`config.mk`:
```
export PLATFORM = sky130hd
export DESIGN_NAME = usb_flash_arb
export DESIGN_NICKNAME = d
export VERILOG_FILES = /design/src/rtl/usb_flash_arb.sv
export SDC_FILE = /design/constraint.sdc
export NUM_CORES = 1
export LEC_CHECK = 0
export BUFFER_PORTS_ARGS = -buffer_cell sky130_fd_sc_hd__buf_4
export CAP_MARGIN = 20
export CORE_UTILIZATION = 35
export DETAILED_ROUTE_END_ITERATION = 10
export SYNTH_ARGS = -nofsm -noshare
export SYNTH_HDL_FRONTEND = slang
export SYNTH_SLANG_ARGS = --single-unit
```
`constraint.sdc`:
```
create_clock -name clk_48mhz -period 2.04 [get_ports clk_48mhz]
set_input_delay 0.204 -clock clk_48mhz [delete_from_list [all_inputs] [get_ports clk_48mhz]]
set_output_delay 0.204 -clock clk_48mhz [all_outputs]
set_load 0.02 [all_outputs]
```
`src/rtl/usb_flash_arb.sv`:
```
// usb_flash_arb: hands the single SPI flash port to one of two requesters for a
// whole transaction at a time. It registers the owner's SPI signals onto the
// flash pins and enforces a chip-select idle gap between owners. A watchdog
// revokes ownership from a requester that holds the bus for too long.
module usb_flash_arb #(
  parameter int GAP_CYCLES     = 4,
  parameter int TIMEOUT_CYCLES = 48000000,
  parameter int PRIO_USB       = 1
) (
  input  logic clk_48mhz,
  input  logic reset,
  input  logic req0,
  output logic grant0,
  input  logic spi_csel0,
  input  logic spi_clk0,
  input  logic spi_mosi0,
  output logic spi_miso0,
  input  logic req1,
  output logic grant1,
  input  logic spi_csel1,
  input  logic spi_clk1,
  input  logic spi_mosi1,
  output logic spi_miso1,
  output logic spi_csel,
  output logic spi_clk,
  output logic spi_mosi,
  input  logic spi_miso,
  output logic busy,
  output logic timeout_err
);

  // state | meaning
  // IDLE  | no owner, arbitrating eligible requests
  // OWN0  | requester 0 (USB DFU) owns the flash pins
  // OWN1  | requester 1 (local logic) owns the flash pins
  // GAP   | pins held idle between owners
  typedef enum logic [1:0] {IDLE, OWN0, OWN1, GAP} state_t;

  localparam int TW = (TIMEOUT_CYCLES > 2) ? $clog2(TIMEOUT_CYCLES) : 1;
  localparam int GW = (GAP_CYCLES > 2) ? $clog2(GAP_CYCLES) : 1;
  localparam logic [TW-1:0] TO_LAST  = TW'(TIMEOUT_CYCLES - 1);
  // GAP_CYCLES of 0 or 1 both give a single-cycle gap.
  localparam logic [GW-1:0] GAP_LAST = (GAP_CYCLES > 1) ? GW'(GAP_CYCLES - 1) : '0;

  state_t        state, state_nxt;
  logic [TW-1:0] to_cnt;
  logic [GW-1:0] gap_cnt;
  logic          lockout0, lockout1;
  logic          last_owner;
  logic          elig0, elig1;
  logic          release_now, revoke_now;
  logic          gap_done;
  logic [2:0]    pins_nxt;

  assign gap_done = (gap_cnt == GAP_LAST);

  // Arbitration, release/watchdog decisions and the next value of the pins.
  always_comb begin
    state_nxt   = state;
    release_now = 1'b0;
    revoke_now  = 1'b0;
    pins_nxt    = 3'b100;
    elig0       = req0 & ~lockout0;
    elig1       = req1 & ~lockout1;
    case (state)
      IDLE: begin
        if (elig0 && elig1) begin
          if (PRIO_USB != 0) state_nxt = OWN0;
          else               state_nxt = last_owner ? OWN0 : OWN1;
        end else if (elig0) begin
          state_nxt = OWN0;
        end else if (elig1) begin
          state_nxt = OWN1;
        end
      end
      OWN0: begin
        // A release on the watchdog's last cycle wins over the revoke.
        if (!req0)                  release_now = 1'b1;
        else if (to_cnt == TO_LAST) revoke_now  = 1'b1;
        else                        pins_nxt    = {spi_csel0, spi_clk0, spi_mosi0};
        if (release_now || revoke_now) state_nxt = GAP;
      end
      OWN1: begin
        if (!req1)                  release_now = 1'b1;
        else if (to_cnt == TO_LAST) revoke_now  = 1'b1;
        else                        pins_nxt    = {spi_csel1, spi_clk1, spi_mosi1};
        if (release_now || revoke_now) state_nxt = GAP;
      end
      GAP: begin
        if (gap_done) state_nxt = IDLE;
      end
      default: state_nxt = IDLE;
    endcase
  end

  // State, counters, lockouts and registered flash pins.
  always_ff @(posedge clk_48mhz) begin
    if (reset) begin
      state       <= IDLE;
      to_cnt      <= '0;
      gap_cnt     <= '0;
      lockout0    <= 1'b0;
      lockout1    <= 1'b0;
      last_owner  <= 1'b1;
      timeout_err <= 1'b0;
      spi_csel    <= 1'b1;
      spi_clk     <= 1'b0;
      spi_mosi    <= 1'b0;
    end else begin
      state       <= state_nxt;
      to_cnt      <= ((state == OWN0 || state == OWN1) && state_nxt == state) ? to_cnt + 1'b1 : '0;
      gap_cnt     <= (state == GAP && !gap_done) ? gap_cnt + 1'b1 : '0;
      lockout0    <= (revoke_now && state == OWN0) | (lockout0 & req0);
      lockout1    <= (revoke_now && state == OWN1) | (lockout1 & req1);
      timeout_err <= revoke_now;
      if (release_now || revoke_now) last_owner <= (state == OWN1);
      {spi_csel, spi_clk, spi_mosi} <= pins_nxt;
    end
  end

  // Ownership flags and MISO return path; the non-owner sees 0.
  always_comb begin
    grant0    = (state == OWN0);
    grant1    = (state == OWN1);
    busy      = (state != IDLE);
    spi_miso0 = grant0 & spi_miso;
    spi_miso1 = grant1 & spi_miso;
  end

endmodule

```
==> out/results.tsv <==
metric	value	unit
Reg2Reg Depth	9	
diode count	0	
crit end category	flip-flop	
initial antenna violation count	0	
Die Ht	73.5	µm
kind of cell adding the most delay to the critical path	buffers and inverters	
DRC viols	0	
fin. max-slew vios	0	
Leak	0.859	nW
Detailed Place HPWL	2.68	mm
fin crit period	1890	ps
Final Cycle Share	92.7	%
final core utilization	46.1	%
Max Root-Sink Buffers	2	
VDD IR-drop max	0.000323	V
Yosys Warn Count	0	
TritonCTS Sinks	36	
Post-synth EDFFs	0	
Syn-to-layout area delta	24.4	%
crit path cell chain	inv_1, ha_2, nor2b_1, a22oi_1, a221oi_2, buf_4, nand2_1, buf_4, nor2_1	
largest net degree at the start of global routing	17	
CTS buffer count	5	
share of layout cells above drive strength 1	22.9	%
Worst slew margin	67.8	%
CP max stage delay	320	ps
sequential-to-total area share from yosys stat	40.3	%
Crit-path slowest cell	dfxtp_1	
total gr overflow	0	
number of distinct library cells after synthesis	44	
IO Port Bufs	19	
CP required	2270	ps
Placed Cells	293	
Worst-Margin Slew	483	ps
top_reg_cell synth	dfxtp_1	
Crit path top cell by count	buf_4	
Skew-Pair Late Insertion Delay	290	ps
Core Area	4820	µm²
setup_tns	0	ps
pwr dens	956	nW/µm²
Worst path depth	9	
via count	1518	
Final Hold Fails	0	
Async SR Flop Fraction	0	%
CTS tree	done	
Non-Filler Instances	303	
Min-Delay Path Class	in2reg	
clock-pin slew on the worst setup and hold paths	70	ps
Setup Crit Path Kind	reg2reg	
syn avg cell area	9.02	µm²
IO Pins	20	
Final nets	253	
MaxCap Viol Count	0	
first-pass GRT wire length	6.40	mm
CP arrival	2120	ps
router iterations before antenna repair	4	
DRT Wirelength	3.87	mm
status	completed	
Yosys top cell by area	dfxtp_1	
hold path depth	2	
Synth top area share	40.3	%
post-route ant nets	0	
fillcell total	485	
routed len/inst	12.8	µm
gpl congestion	0.819	
Root Buffer	clkbuf_8	
Mapped Area	1790	µm²
number of global-route vias before repair	1367	
maximum fanout along the worst path	10	
routed vias/inst	5.01	
gr usage total	15.5	%
Worst Clk Skew	6.39	ps
crit path launch type	flip-flop	
overall die width	73.5	µm
pre-CTS setup slack	60.3	ps
Initial Util	37.1	%
worst setup margin	148	ps
flops & latches, synth	36	
Bufs and invs on worst path	3	
max frequency	529	MHz
Syn Inst Count	198	
unrepaired setup endpoints after global routing	no	
die area	5390	µm²
CTS H-tree lvls	2	
Final Power	2.12	mW
DR iter-0 viols	68	
# rows	25	
dominant cells by area after synthesis	dfxtp_1 40%, xor2_1 8.3%, nor2_1 6.5%, ha_1 4.9%, nand4_1 3.5%	
Syn Nets	216	
Final Setup Violations	0	
-- per-layer routing --
layer / global-route usage [%] / wire length (µm) / part of all wire [%]
met2: 21.1 / 1730 / 45
met4: 7.91 / 72 / 1.9
met3: 2.88 / 119 / 3.1
met1: 22.9 / 1950 / 50
met5: 0 / 0 / 0
-- registers in the layout, indices dropped and copies added, names as in the netlist --
register     count
state            2
timeout_err      1
lockout0         1
spi_csel         1
spi_mosi         1
spi_clk          1
to_cnt          26
lockout1         1
gap_cnt          2
-- through the flow --
stage	hold WS, ps	cell area, µm²
floorplan	280	1790
global placement	423	2100
detailed placement	426	2100
CTS	129	2190
global route	137	2220
finish	133	2220
-- layout by cell type, fill, tap and decap left out, types with 4 or more instances in the layout --
cell type	count
buf_4	35
nand2b_1	5
inv_1	7
nand4_1	10
nand2_1	10
xor2_1	17
clkbuf_8	5
xnor2_1	7
and3_1	5
nand3_1	12
ha_1	6
dfxtp_1	36
a21oi_1	4
nor2_1	31
-- what timing repair did --
| item | CTS | global route |
|---|---|---|
| hold buffers | 0 | 0 |
| setup buffers | 0 | 1 |
| endpoints found under the setup margin | 0 | 26 |
| resized for setup | 0 | 3 |
| endpoints found under the hold margin | 0 | 0 |
-- worst paths after layout --
check                  start    endpoint  slack [ps]
hold / removal         reset  gap_cnt[0]         130
hold reg to reg   gap_cnt[0]  gap_cnt[0]         440
setup / recovery    state[1]  to_cnt[12]         150
setup reg to reg    state[1]  to_cnt[12]         150
-- Yosys cell counts, types with 3 or more instances --
library cell and instances:
ha_1 7, and4_1 3, nand3b_1 3, a22oi_1 3, nand2_1 10, a21oi_1 4
inv_1 7, dfxtp_1 36, and3_1 5, clkbuf_1 3, nand3_1 12, nand4_1 10
nor2_1 31, xor2_1 17, nand2b_1 5, and2_1 3, xnor2_1 7
-- report_power, final --
part	switching, mW	total, mW	internal, mW
logic	0.525	0.865	0.340
clock network	0.269	0.506	0.238
registers	0.0143	0.752	0.738
total	0.808	2.12	1.32
-- cell families after synthesis --
kind of cell    synth area share [%]
buf+inv                         3.29
fa+ha+maj                       4.90
compound gates                  8.96
simple gates                    30.7
xor+xnor                        11.8
flops                           40.3
-- layout make-up --
cell class / instances / area [µm²] / share of cell area, %
clock buffer: 5 / 68.8 / 3.10
clock inverter: 3 / 18.8 / 0.845
inverter: 7 / 26.3 / 1.18
multi-input combinational: 150 / 1040 / 46.8
sequential: 36 / 721 / 32.4
tap: 67 / 83.8 / 3.77
timing repair buffer: 35 / 263 / 11.8
Power figures use the tool's default switching activity.
